### src/rtl/unmovebit_pkg.sv
// unmovebit_pkg: shared widths, FSM states and the MOVEBIT top-bit mask helper
package unmovebit_pkg;
  localparam int DEF_DATA_W = 32;
  localparam int DEF_IMM_W = 16;
  localparam int CNT_W = 5;
  typedef enum logic [1:0] {IDLE, COUNT, SHIFT, FIX} state_t;
  function automatic logic [63:0] top_mask(input logic [CNT_W-1:0] cnt, input int w);
    return ((64'd1 << cnt) - 64'd1) << (w - int'(cnt));
  endfunction
endpackage

### src/rtl/unmovebit_if.sv
// unmovebit_if: start/done handshake and operand/result bus of the unmovebit coprocessor
interface unmovebit_if import unmovebit_pkg::*; #(
  parameter int DATA_W = DEF_DATA_W,
  parameter int IMM_W = DEF_IMM_W
);
  logic start;
  logic [DATA_W-1:0] din;
  logic [IMM_W-1:0] imm16;
  logic busy;
  logic done;
  logic [DATA_W-1:0] dout;
  modport master (output start, din, imm16, input busy, done, dout);
  modport slave (input start, din, imm16, output busy, done, dout);
endinterface

### src/rtl/unmovebit_popcnt.sv
// unmovebit_popcnt: immediate popcount, one bit per step by default, single-cycle under UNMOVEBIT_FAST_EN
module unmovebit_popcnt import unmovebit_pkg::*; #(
  parameter int IMM_W = DEF_IMM_W
) (
  input  logic             clk,
  input  logic             reset,
  input  logic             load_i,
  input  logic             step_i,
  input  logic [IMM_W-1:0] imm_i,
  output logic [CNT_W-1:0] cnt_o,
  output logic [CNT_W-1:0] cnt_nx_o,
  output logic             last_o
);
  logic [CNT_W-1:0] cnt_q, cnt_d;
`ifdef UNMOVEBIT_FAST_EN
  logic unused_step;
  assign unused_step = step_i;
  assign last_o = 1'b1;
  // Whole count computed from the live immediate and captured on load
  always_comb begin
    cnt_d = cnt_q;
    if (load_i) begin
      cnt_d = '0;
      for (int i = 0; i < IMM_W; i++) cnt_d = cnt_d + CNT_W'(imm_i[i]);
    end
  end
  // Count register
  always_ff @(posedge clk) begin
    if (!reset) cnt_q <= '0;
    else cnt_q <= cnt_d;
  end
`else
  localparam int IDX_W = $clog2(IMM_W);
  logic [IMM_W-1:0] imm_q, imm_d;
  logic [IDX_W-1:0] idx_q, idx_d;
  assign last_o = idx_q == IDX_W'(IMM_W - 1);
  // Load latches the immediate and clears; each step adds one immediate bit
  always_comb begin
    imm_d = load_i ? imm_i : imm_q;
    idx_d = load_i ? '0 : step_i ? idx_q + 1'b1 : idx_q;
    cnt_d = load_i ? '0 : step_i ? cnt_q + CNT_W'(imm_q[idx_q]) : cnt_q;
  end
  // Immediate latch, bit index and running count
  always_ff @(posedge clk) begin
    if (!reset) begin
      imm_q <= '0;
      idx_q <= '0;
      cnt_q <= '0;
    end else begin
      imm_q <= imm_d;
      idx_q <= idx_d;
      cnt_q <= cnt_d;
    end
  end
`endif
  assign cnt_o = cnt_q;
  assign cnt_nx_o = cnt_d;
endmodule

### src/rtl/unmovebit.sv
// unmovebit: reconstructs (din << c) ^ top-c mask, c = popcount(imm16); UNMOVEBIT_FAST_EN skips the serial count
module unmovebit import unmovebit_pkg::*; #(
  parameter int DATA_W = DEF_DATA_W,
  parameter int IMM_W = DEF_IMM_W
) (
  input logic       clk,
  input logic       reset,
  unmovebit_if.slave bus
);
  state_t state_q, state_d;
  logic [DATA_W-1:0] acc_q, acc_d, dout_q, dout_d;
  logic [CNT_W-1:0] sh_q, sh_d, cnt, cnt_nx;
  logic done_q, done_d, last, load, step;
  assign load = state_q == IDLE && bus.start;
  assign step = state_q == COUNT;
  unmovebit_popcnt #(.IMM_W(IMM_W)) u_popcnt (
    .clk      (clk),
    .reset    (reset),
    .load_i   (load),
    .step_i   (step),
    .imm_i    (bus.imm16),
    .cnt_o    (cnt),
    .cnt_nx_o (cnt_nx),
    .last_o   (last)
  );
  // Next state: accept, count, shift c times, then apply the mask and publish
  always_comb begin
    state_d = state_q;
    acc_d = acc_q;
    sh_d = sh_q;
    dout_d = dout_q;
    done_d = 1'b0;
    case (state_q)
      IDLE: if (bus.start) begin
        acc_d = bus.din;
        sh_d = '0;
`ifdef UNMOVEBIT_FAST_EN
        state_d = cnt_nx == '0 ? FIX : SHIFT;
`else
        state_d = COUNT;
`endif
      end
      COUNT: if (last) state_d = cnt_nx == '0 ? FIX : SHIFT;
      SHIFT: begin
        acc_d = acc_q << 1;
        sh_d = sh_q + 1'b1;
        state_d = sh_d == cnt ? FIX : SHIFT;
      end
      default: begin
        dout_d = acc_q ^ DATA_W'(top_mask(cnt, DATA_W));
        done_d = 1'b1;
        state_d = IDLE;
      end
    endcase
  end
  // State, accumulator and output registers
  always_ff @(posedge clk) begin
    if (!reset) begin
      state_q <= IDLE;
      acc_q <= '0;
      sh_q <= '0;
      dout_q <= '0;
      done_q <= 1'b0;
    end else begin
      state_q <= state_d;
      acc_q <= acc_d;
      sh_q <= sh_d;
      dout_q <= dout_d;
      done_q <= done_d;
    end
  end
  assign bus.busy = state_q != IDLE;
  assign bus.done = done_q;
  assign bus.dout = dout_q;
endmodule

### src/flat_wrapper.sv
// flat-port wrapper written by rule: the top's interface ports become plain ports
module unmovebit_flat import unmovebit_pkg::*;
#(
  parameter int DATA_W = DEF_DATA_W,
  parameter int IMM_W = DEF_IMM_W
)
  (clk, reset, bus_start, bus_din, bus_imm16, bus_busy, bus_done, bus_dout);
  unmovebit_if #(.DATA_W(DATA_W), .IMM_W(IMM_W)) bus_i ();
  input logic clk;
  input logic reset;
  input wire logic [$bits(bus_i.start)-1:0] bus_start;
  input wire logic [$bits(bus_i.din)-1:0] bus_din;
  input wire logic [$bits(bus_i.imm16)-1:0] bus_imm16;
  output wire logic [$bits(bus_i.busy)-1:0] bus_busy;
  output wire logic [$bits(bus_i.done)-1:0] bus_done;
  output wire logic [$bits(bus_i.dout)-1:0] bus_dout;
  assign bus_i.start = bus_start;
  assign bus_i.din = bus_din;
  assign bus_i.imm16 = bus_imm16;
  assign bus_busy = bus_i.busy;
  assign bus_done = bus_i.done;
  assign bus_dout = bus_i.dout;
  unmovebit #(.DATA_W(DATA_W), .IMM_W(IMM_W)) u_core (.clk(clk), .reset(reset), .bus(bus_i));
endmodule
### config.mk
export PLATFORM = sky130hd
export DESIGN_NAME = unmovebit_flat
export DESIGN_NICKNAME = d
export VERILOG_FILES = /design/src/rtl/unmovebit_pkg.sv /design/src/rtl/unmovebit_if.sv /design/src/rtl/unmovebit_popcnt.sv /design/src/rtl/unmovebit.sv /design/src/flat_wrapper.sv
export SDC_FILE = /design/constraint.sdc
export NUM_CORES = 1
export LEC_CHECK = 0
export CORE_MARGIN = 2
export CORE_UTILIZATION = 24
export DETAILED_ROUTE_END_ITERATION = 16
export PLACE_DENSITY_LB_ADDON = 0.05
export SYNTH_ARGS = -nofsm -noshare
export SYNTH_HDL_FRONTEND = slang
export SYNTH_HIERARCHICAL = 1
export SYNTH_SLANG_ARGS = --single-unit
### constraint.sdc
create_clock -name clk -period 9.5 [get_ports clk]
set_input_delay 1.9 -clock clk [delete_from_list [all_inputs] [get_ports clk]]
set_output_delay 1.9 -clock clk [all_outputs]
set_load 0.05 [all_outputs]
* Word level (Yosys, flattened, before mapping)
Index checks and enable logic that the tools add are counted.
** Storage, ports and cells
- Flip-flop bits (word level) :: 97
- Word-level logic and storage cells :: 47
** Cells by class
- Shifts and indexed selects :: 2
- Add/sub/neg operators :: 5
- Magnitude comparators :: 1
- Multiplexer cells :: 14
- Reductions and logical operators :: 9
- Equality and inequality tests :: 6
- Bitwise logic cells :: 2
** Operators with widths (number)
- $pmux 32 s2 :: 1
- $shl 1x5->64 const A :: 1
- $shl 64x32->32 :: 1
- $sub 64x1->64 const B :: 1
- $mux 32 :: 1
- $xor 32x32->32 :: 1
- $mux 5 :: 3
- $pmux 5 s2 :: 1
- $sub 6x5->7 const A :: 1
- $pmux 2 s3 :: 1
- $add 5x1->5 :: 1
- $add 5x1->5 const B :: 1
- $eq 5x5->1 :: 1
- $logic_not 5->1 :: 1
- $lt 4x5->1 const B :: 1
- $add 4x1->4 const B :: 1
- $bmux 1 s4 :: 1
- $eq 4x4->1 const B :: 1
- $mux 1 :: 4
- $mux 2 :: 2
- $reduce_and 2->1 :: 2
- $reduce_bool 2->1 :: 2
- $reduce_or 3->1 :: 1
- $eq 2x1->1 const B :: 1
- 7 further kinds :: 7

* Longest topological paths before layout
Gate-level depths: netlist of the first run.
- Depth after elaboration :: 9
- Mapped depth :: 21

* By module
The synthesis of the first run kept the hierarchy.
** By module, submodules not included
- unmovebit :: area an instance 7039.3 sq um, cells an instance 975, instances 1
- unmovebit_popcnt :: area an instance 1168.6 sq um, cells an instance 105, instances 1

* Least setup slack after synthesis of the first run
Ideal clock, no wire load.
- Kind :: register to register
- Start :: reg u_core.u_popcnt.cnt_q[0], in the netlist u_core/u_popcnt/cnt_o[0]
- End :: reg u_core.dout_q[22], in the netlist u_core/bus.dout[22]
- Data arrival time :: 5064 ps
- Setup slack :: 4304 ps
- Stages on the path, launching flop included :: 22
- Clock period less this slack :: 5196 ps
- Path buffers :: 7
- Path through :: dfxtp_1 -> clkbuf_1 -> inv_1 -> clkbuf_1 -> buf_1 -> clkbuf_1 -> ha_1 -> ha_1 -> clkbuf_1 -> or3b_2 -> clkbuf_1 -> ha_1 -> clkbuf_1 -> nor4b_1 -> a21oi_1 -> nand3_1 -> or4b_2 -> a21oi_1 -> o221ai_1 -> a311oi_1 -> xnor2_1 -> a21oi_1
** Between the ends
- Longest elaborated chain between the ends :: 4
** RTL lines
- from (decl) :: RTL line unmovebit_popcnt.sv:14 : logic [CNT_W-1:0] cnt_q, cnt_d;
- from (signal assigned) :: RTL line unmovebit_popcnt.sv:52 : cnt_q <= cnt_d;
- $shl 1x5->64 :: RTL line unmovebit_pkg.sv:8 : return ((64'd1 << cnt) - 64'd1) << (w - int'(cnt));
- $sub 64x1->64 :: RTL line unmovebit_pkg.sv:8
- $shl 64x32->32 (*) :: RTL line unmovebit_pkg.sv:8
- $xor 32x32->32 (*) :: RTL line unmovebit.sv:50 : dout_d = acc_q ^ DATA_W'(top_mask(cnt, DATA_W));
- to (signal assigned) :: RTL line unmovebit.sv:68 : dout_q <= dout_d;
- to (decl) :: RTL line unmovebit.sv:11 : logic [DATA_W-1:0] acc_q, acc_d, dout_q, dout_d;
Mark *: on every way between the ends. The rest lies on a longest branch, timed or not.
A chain may end at the register's enable or synchronous reset.

* Final worst setup path of the first run
- Start :: reg u_core.u_popcnt.cnt_q[0], in the netlist u_core/u_popcnt/cnt_o[0]
- End :: reg u_core.dout_q[31], in the netlist u_core/bus.dout[31]
The elaborated chain is that of the path after synthesis.

==> out/results.ini, run 1 <==
[cts]
clock_latency_ns = 0.37
cts.reportedPaths.clkPinSlew_ns = 0.07
cts_buffers = 9
post_cts_buffers = 0
cts.sinks = 97
ctsLongestPathBuffers = 2
cts_root_buf = clkbuf_16
cts-resized-gates = 0
postCtsHoldBufs = 0
htree_levels = 3
cts_tree = built

[layout]
final_cell_mix = nor2_1, dfxtp_1, clkdlybuf4s50_1
mostFrequentLayoutCell = nor2_1
drive_above_1_share = 0.0710
n_antenna_cell = 0
fin_util = 0.291
finish.instance_area_mm2 = 0.00977
num-nets-final = 1174
area_growth_pct = 19.1

[grt]
grt_util_all_layers = 0.195
grt_pass1_wl_um = 53100
overflow = 0
antenna_found_initial = 0
grt_pass1_vias = 8181
grt_max_degree = 76

[floorplan]
die_h_um = 189
die_w_um = 189
dieArea_mm2 = 0.0357
fp-row-count = 67
start_util = 0.244
core_mm2 = 0.0336
io_pins = 85

[sta]
rsz0062_at_grt = false
period_needed_ns = 5.21
finalClockSkew_ns = 0.0154
slew_viol_final = 0
fmax_mhz = 192
setup-violations-final = 0
worst_pin_slew_ns = 1.21
fin_crit_sh = 0.548
max-slew-margin-rel = 0.183
hold_viol = 0
tns_ns = 0

[logic_synthesis]
ys_async_sr_fraction = 0
syn_area_mm2 = 0.00821
postSynthCellCount = 1080
ys.flop_type = dfxtp_1
syn_area_per_cell_um2 = 7.60
ys_seq_area_frac = 0.237
synth_nets = 1147
yosys_warnings = 6
synth_edf_count = 0
synth_cell_types = 83
ys_seq_elements = 97

[routing]
via_per_inst = 5.51
dr_wl_met2_um = 15100
drt-initial-drc-count = 809
dr.pass1.iters = 5
wl_per_cell_um = 22.3
wl_um = 34800
wl_met3_um = 1890
drtAntennaViolNets = 0
highest_layer = met4
via_count = 8592
drcViolationCount = 0
met1_length_um = 16900

[setup_path]
arrival_ns = 5.45
cp.required_ns = 9.74
cp_max_fo = 32
critPathSlowestCell = a211oi_1
crit_chain = inv_1 -> buf_4 -> ha_1 -> ha_1 -> nor2_1 -> a211oi_1 -> o21ai_0 -> a21o_1 -> a31oi_1 -> a211oi_1 -> a211oi_1 -> nand4bb_1 -> a31oi_1
endpoint_kind = flop
critical-path-max-stage-delay_ns = 0.97
critical_path_class = flop to flop
ff2ff_path_depth = 13
cp-start-kind = flop
crit_top_cell = a211oi_1

[pwr]
power.leakage_nw = 3.23
combPwrFrac = 0.448
intPower_mw = 1.04
irDropWorstVdd_uv = 123
p_sw_mw = 0.787
clock_power_share = 0.217
swShare = 0.431
p_seq_frac = 0.334
p_per_area_mw_per_mm2 = 187

[worst_hold_path]
hold_depth = 2
hold_path_class = flop to flop

[place]
routabilityCongestion = 0.905
dpl_cell_area_mm2 = 0.00946
hpwl_um = 25500
io_buffer_count = 84

[flow_run]
maxCapViolCount = 0

[outcome]
outcome = finished, final reports clean

## synth_stat cells (18+ instances only)
cell type  count  share of area
dfxtp_1       97           0.24
nand3_1       34          0.021
inv_1         18         0.0082
a211oi_1      66          0.060
a21oi_1       42          0.026
o21ai_0       55          0.034
nor3_1        31          0.019
nand2_1       74          0.034
nor2_1       116          0.053
mux2i_1       65          0.079
a31oi_1       25          0.019
clkbuf_1      79          0.036
nor2b_1       27          0.021
xnor2_1       23          0.025
xor2_1        19          0.020
## power by group through the flow
stage	registers [mW]	clock network, mW	logic, mW
after floorplan	0.640	0	0.552
after global placement	0.623	0	0.825
after detailed placement	0.622	0	0.820
after CTS	0.613	0.413	0.824
after global routing	0.626	0.427	0.902
final	0.610	0.397	0.819
## kinds of logic after synthesis
group,share of synthesized area
muxes,0.102
adders and majority gates,0.0244
xor gates and xnor gates,0.0448
DFF,0.237
and+or+nand+nor,0.244
buffers and inverters,0.0556
AOI/OAI and AO/OA,0.293
## state kept, by name, summed over array words and instances (netlist names)
name / cells
u_core/u_popcnt/imm_q: 16
u_core/sh_q: 5
u_core/bus.done: 1
u_core/bus.dout: 32
u_core/u_popcnt/idx_q: 4
u_core/state_q: 2
u_core/acc_q: 32
u_core/u_popcnt/cnt_o: 5
## area by class of cell
type	instances	area (µm²)
fill	3631	23800
multi-input combinational	867	5840
sequential	97	1940
timing repair buffer	112	1050
tap	448	561
clock buffer	10	239
inverter	20	75.1
clock inverter	6	73.8
## metal layers
metal  vias to the layer above  GRT usage
met4                         0     0.0682
met2                       289      0.292
li1                       4155          -
met5                         -          0
met1                      4103      0.278
met3                        45     0.0350
## final timing paths
kind / start / end / slack (ns)
max reg2reg: u_core/u_popcnt/cnt_o[0]$_SDFF_PN0_ / u_core/bus.dout[31]$_SDFFE_PN0P_ / 4.29
min reg2reg: u_core/bus.dout[7]$_SDFFE_PN0P_ / u_core/bus.dout[7]$_SDFFE_PN0P_ / 0.48
min: u_core/bus.dout[7]$_SDFFE_PN0P_ / u_core/bus.dout[7]$_SDFFE_PN0P_ / 0.48
max: u_core/u_popcnt/cnt_o[0]$_SDFF_PN0_ / u_core/bus.dout[31]$_SDFFE_PN0P_ / 4.29
## critical path, delay by kind of cell (launching register included)
| family | cells | cell delay (ns) |
|---|---|---|
| simple gates | 2 | 0.42 |
| buf+inv | 2 | 0.40 |
| flops | 1 | 0.31 |
| compound gates | 7 | 2.82 |
| fa+ha+maj | 2 | 1.11 |
## through the flow
step                      setup slack, ns  std cells  hold WS (ns)  power, mW
after floorplan                      4.30       1080         0.456       1.19
after detailed placement             4.57       1544         0.477       1.44
after CTS                            4.53       1560         0.487       1.85
final                                4.29       1560         0.484       1.83
after global routing                 3.93       1560         0.510       1.95
after global placement               4.53       1544         0.484       1.45
Note: power is estimated with default switching activity, not from simulation.
==> run 2: changes to the inputs <==
==> constraint.sdc (replaced) <==
create_clock -name clk -period 5.2 [get_ports clk]
set_input_delay 1.04 -clock clk [delete_from_list [all_inputs] [get_ports clk]]
set_output_delay 1.04 -clock clk [all_outputs]
set_load 0.05 [all_outputs]
==> run 2 against run 1 <==
Effect of this change:
- clock skew decreased by 0.0072 ns
- cell count increased by 1.6%
- first-iteration DRC count down 18%
- clock-buffer cell count down 1
- global-route usage increased by 0.59 points
- die area unchanged
- critical endpoint is now u_core/bus.dout[27]$_SDFFE_PN0P_
==> out/results.ini, run 2 (same netlist as run 1, synthesis figures left out) <==
[cts]
cts.sinks = 97
cts.reportedPaths.clkPinSlew_ns = 0.08
clock_latency_ns = 0.37
cts_root_buf = clkbuf_16
postCtsHoldBufs = 0
cts_tree = built
cts-resized-gates = 0
htree_levels = 3
cts_buffers = 9
post_cts_buffers = 0
ctsLongestPathBuffers = 2

[pwr]
irDropWorstVdd_uv = 495
power.total_mw = 3.47
power.leakage_nw = 3.38
p_per_area_mw_per_mm2 = 346

[outcome]
outcome = finished, final reports clean

[flow_run]
maxCapViolCount = 0

[layout]
num-nets-final = 1199
fill_cells = 3680
regArea_mm2 = 0.00194
final_cell_mix = nor2_1, dfxtp_1, clkdlybuf4s50_1
mostFrequentLayoutCell = nor2_1
n_antenna_cell = 0
multi_input_area_mm2 = 0.00584
drive_above_1_share = 0.0906
area_growth_pct = 22.0

[floorplan]
core_mm2 = 0.0336
start_util = 0.244
die_w_um = 189
die_h_um = 189
dieArea_mm2 = 0.0357
io_pins = 85
fp-row-count = 67

[setup_path]
endpoint_kind = flop
crit_chain = buf_4 -> inv_1 -> ha_1 -> ha_1 -> or4_4 -> a222oi_1 -> o2111ai_1 -> a32o_1 -> o221a_1 -> mux2_4 -> a211o_1 -> or3_1 -> a31oi_1
crit_top_cell = ha_1
cp_max_fo = 14
critical-path-max-stage-delay_ns = 0.63
cp.required_ns = 5.50
arrival_ns = 4.88
cp-start-kind = flop
worst-path-buf-inv = 2
critPathTopFamily = compound AO/OA/AOI/OAI gates
critical_path_class = flop to flop
critPathSlowestCell = a222oi_1

[grt]
antenna_found_initial = 1
grt_max_degree = 76
grt_pass1_vias = 8374
overflow = 0
grt_pass1_wl_um = 54200
grt_util_all_layers = 0.201

[sta]
setup-violations-final = 0
tns_ns = 0
slew_viol_final = 0
rsz0062_at_grt = false
hold_viol = 0
fmax_mhz = 218
finalClockSkew_ns = 0.00818
worst_pin_slew_ns = 0.917
period_needed_ns = 4.59
fin_crit_sh = 0.882
max-slew-margin-rel = 0.385

[routing]
drcViolationCount = 0
via_count = 8757
dr.pass1.iters = 5
drtAntennaViolNets = 0
wl_um = 36100
wl_per_cell_um = 22.8
via_per_inst = 5.52
drt-initial-drc-count = 666

[place]
io_buffer_count = 84
hpwl_um = 27000
routabilityCongestion = 0.885

[worst_hold_path]
hold_path_class = flop to flop

run 2: changes by cell type in the layout (fill, tap and decap cells not counted), sizes merged:
cell,change
buf,+25
bufinv,+2
clkbuf,-1
clkinvlp,-1
run 2: routing by layer:
layer | up-vias | track usage | routed length, µm
li1 | 4199 | - | -
met1 | 4198 | 0.292 | 17800
met2 | 294 | 0.296 | 15400
met3 | 64 | 0.0302 | 1690
met4 | 2 | 0.0745 | 1150
met5 | - | 0 | 11
run 2: area by class of cell:
| class | instances | share of cell area |
|---|---|---|
| Clock buffer | 9 | 0.0225 |
| Clock inverter | 7 | 0.0126 |
| Inverter | 20 | 0.00750 |
| Multi-Input combinational cell | 867 | 0.583 |
| Sequential cell | 97 | 0.194 |
| Tap cell | 448 | 0.0560 |
| Timing Repair Buffer | 137 | 0.124 |
run 2: worst reg2reg max path: cells and delay by family, from the launching register on:
family	cells	cell delay (ns)
AOI/OAI and AO/OA	6	2.11
DFF	1	0.31
adders and majority gates	2	0.62
buffers and inverters	2	0.23
and+or+nand+nor	2	0.95
muxes	1	0.30
run 2: path summary, 6_finish.rpt:
check / startpoint / to / slack [ns] / cells past startpoint
hold / removal: u_core/bus.dout[5]$_SDFFE_PN0P_ / u_core/bus.dout[5]$_SDFFE_PN0P_ / 0.49 / 2
setup / recovery: u_core/u_popcnt/cnt_o[0]$_SDFF_PN0_ / u_core/bus.dout[27]$_SDFFE_PN0P_ / 0.61 / 13
hold reg to reg: u_core/bus.dout[5]$_SDFFE_PN0P_ / u_core/bus.dout[5]$_SDFFE_PN0P_ / 0.49 / 2
setup reg to reg: u_core/u_popcnt/cnt_o[0]$_SDFF_PN0_ / u_core/bus.dout[27]$_SDFFE_PN0P_ / 0.61 / 13
run 2: power by group:
part | internal [mW] | total (mW) | switching (mW)
registers | 0.933 | 1.13 | 0.195
logic | 0.592 | 1.52 | 0.932
clock network | 0.477 | 0.814 | 0.337
run 2: per-stage QoR:
step / hold slack, ns / utilization / cell area (µm²) / instances / setup slack (ns)
after detailed placement: 0.481 / 0.287 / 9660 / 1569 / 0.720
after global routing: 0.517 / 0.298 / 10000 / 1585 / 0.388
after floorplan: 0.456 / - / 8210 / 1080 / 0.00377
after global placement: 0.474 / 0.287 / 9660 / 1569 / 0.784
after CTS: 0.491 / 0.298 / 10000 / 1585 / 0.700
final: 0.488 / 0.298 / 10000 / 1585 / 0.615
==> run 3: changes to the inputs <==
--- a/config.mk
+++ b/config.mk
@@ -6,7 +6,8 @@
 export NUM_CORES = 1
 export LEC_CHECK = 0
 export CORE_MARGIN = 2
-export CORE_UTILIZATION = 24
+export CORE_UTILIZATION = 59
+export CTS_CLUSTER_DIAMETER = 150
 export DETAILED_ROUTE_END_ITERATION = 16
 export PLACE_DENSITY_LB_ADDON = 0.05
 export SYNTH_ARGS = -nofsm -noshare
==> run 3 against run 2 <==
Effect of this change:
- critical path depth fell by 1
- clock power is 19% lower
- clock-buffer cell count stayed put
- non-clock buffer count down 21
- worst setup slack got worse by 0.15 ns
- critical path type unchanged
==> out/results.ini, run 3 (same netlist as run 1, synthesis figures left out) <==
[sta]
setup-violations-final = 0
finalClockSkew_ns = 0.0111
rsz0062_at_grt = false
fmax_mhz = 211
slew_viol_final = 0
tns_ns = 0
period_needed_ns = 4.73
hold_viol = 0
setup_ws_ns = 0.470
worst_pin_slew_ns = 1.16
fin_crit_sh = 0.910
max-slew-margin-rel = 0.209

[routing]
dr.pass1.iters = 8
drcViolationCount = 0
via_per_inst = 7.01
drtAntennaViolNets = 0
wl_um = 29100
via_count = 9081
drt-initial-drc-count = 1317
wl_per_cell_um = 22.5

[cts]
postCtsHoldBufs = 0
cts_buffers = 9
post_cts_buffers = 0
cts_root_buf = clkbuf_16
cts.reportedPaths.clkPinSlew_ns = 0.07
htree_levels = 3
cts_tree = built
clock_latency_ns = 0.36
cts.sinks = 97
cts-resized-gates = 0
ctsLongestPathBuffers = 2

[worst_hold_path]
min-delay-start = u_core/bus.dout[5]$_SDFFE_PN0P_
min_to = u_core/bus.dout[5]$_SDFFE_PN0P_
hold_depth = 2
hold_path_class = flop to flop

[grt]
overflow = 0
grt_pass1_wl_um = 45500
use_met2 = 0.594
grt_pass1_vias = 8344
use_met1 = 0.525
grt_max_degree = 76
grt_util_all_layers = 0.390
grt_most_used_layer = met2
antenna_found_initial = 0
use_met3 = 0.101

[layout]
drive_above_1_share = 0.0690
mostFrequentLayoutCell = nor2_1
fill_cells = 1116
final_cell_mix = nor2_1, dfxtp_1, clkdlybuf4s50_1
n_antenna_cell = 0
num-nets-final = 1178
area_growth_pct = 15.0
layout.cells.non_filler = 1296
fin_util = 0.688

[setup_path]
critPathSlowestCell = a2111oi_0
crit_chain = inv_1 -> ha_1 -> buf_4 -> o21bai_1 -> nand2_1 -> a2111oi_0 -> nor3_1 -> nor3_1 -> a211oi_1 -> a211oi_1 -> a21oi_1 -> a311o_1
critical-path-max-stage-delay_ns = 1.01
worst-path-buf-inv = 2
rrSetupSlack_ns = 0.47
critPathTopFamily = compound AO/OA/AOI/OAI gates
r2r-start = u_core/u_popcnt/cnt_o[0]$_SDFF_PN0_
cp_max_fo = 14
endpoint_kind = flop
arrival_ns = 4.96
critical_path_class = flop to flop
ff2ff_path_depth = 12
cp.required_ns = 5.43
r2r_end = u_core/bus.dout[29]$_SDFFE_PN0P_
cp-start-kind = flop

[place]
pre_cts_ws_ns = 0.722
io_buffer_count = 84
dp.cells = 1280
routabilityCongestion = 1.06
hpwl_um = 20700

[outcome]
outcome = finished, final reports clean

[floorplan]
io_pins = 85
fp-row-count = 43
core_mm2 = 0.0137
die_h_um = 122
dieArea_mm2 = 0.0149
die_w_um = 122
start_util = 0.598

[pwr]
p_per_area_mw_per_mm2 = 346
power.leakage_nw = 3.23
irDropWorstVdd_uv = 541
power.total_mw = 3.26

[flow_run]
maxCapViolCount = 0

-- run 3: changes by cell type in the layout (fill, tap and decap cells not counted), moves of 2 or more --
cell        previous run  this run
clkinvlp_4             1         3
xnor2_1               21        23
buf_4                 52        32
bufinv_16              3         0
clkinv_8               0         2
xnor2_2                2         0
-- run 3: worst max path at each step --
stage / startpoint / slack (ns) / end / cells past startpoint
after floorplan: u_core/u_popcnt/cnt_o[0]$_SDFF_PN0_ / 0.004 / u_core/bus.dout[22]$_SDFFE_PN0P_ / 21
after global placement: u_core/u_popcnt/cnt_o[0]$_SDFF_PN0_ / 0.80 / u_core/bus.dout[17]$_SDFFE_PN0P_ / 12
after detailed placement: u_core/u_popcnt/cnt_o[1]$_SDFF_PN0_ / 0.72 / u_core/bus.dout[27]$_SDFFE_PN0P_ / 12
after CTS: u_core/u_popcnt/cnt_o[1]$_SDFF_PN0_ / 0.70 / u_core/bus.dout[27]$_SDFFE_PN0P_ / 12
after global routing: u_core/u_popcnt/cnt_o[0]$_SDFF_PN0_ / 0.41 / u_core/bus.dout[29]$_SDFFE_PN0P_ / 12
final: u_core/u_popcnt/cnt_o[0]$_SDFF_PN0_ / 0.47 / u_core/bus.dout[29]$_SDFFE_PN0P_ / 12
-- run 3: routing by layer --
metal / wire (µm) / vias up
li1: - / 4147
met1: 11700 / 4209
met2: 12700 / 607
met3: 3350 / 118
met4: 1390 / 0
met5: 0 / -
-- run 3: worst register-to-register path: stages, from the launching register on --
cell	delay, ns
dfxtp_1	0.52
inv_1	0.14
ha_1	0.42
buf_4	0.27
o21bai_1	0.48
nand2_1	0.17
a2111oi_0	1.01
nor3_1	0.15
nor3_1	0.54
a211oi_1	0.17
a211oi_1	0.36
a21oi_1	0.12
a311o_1	0.27
-- run 3: power by group --
part           switching (mW)  leakage (nW)  internal, mW
registers               0.184         0.793         0.933
logic                   0.912          2.30         0.572
clock network           0.323         0.137         0.339
-- run 3: per-stage QoR --
stage               instance area (µm²)  hold slack (ns)
floorplan                          8210            0.456
global route                       9440            0.506
finish                             9440            0.487
global placement                   9140            0.474
CTS                                9440            0.490
detailed placement                 9140            0.481
-- run 3: area by class of cell --
| type | instances | area, µm² | share of cell area |
|---|---|---|---|
| Inverter | 20 | 75.1 | 0.00795 |
| Clock buffer | 9 | 225 | 0.0239 |
| Sequential cell | 97 | 1940 | 0.206 |
| Timing Repair Buffer | 116 | 1080 | 0.114 |
| Multi-Input combinational cell | 867 | 5820 | 0.616 |
| Clock inverter | 7 | 77.6 | 0.00822 |
| Tap cell | 180 | 225 | 0.0239 |
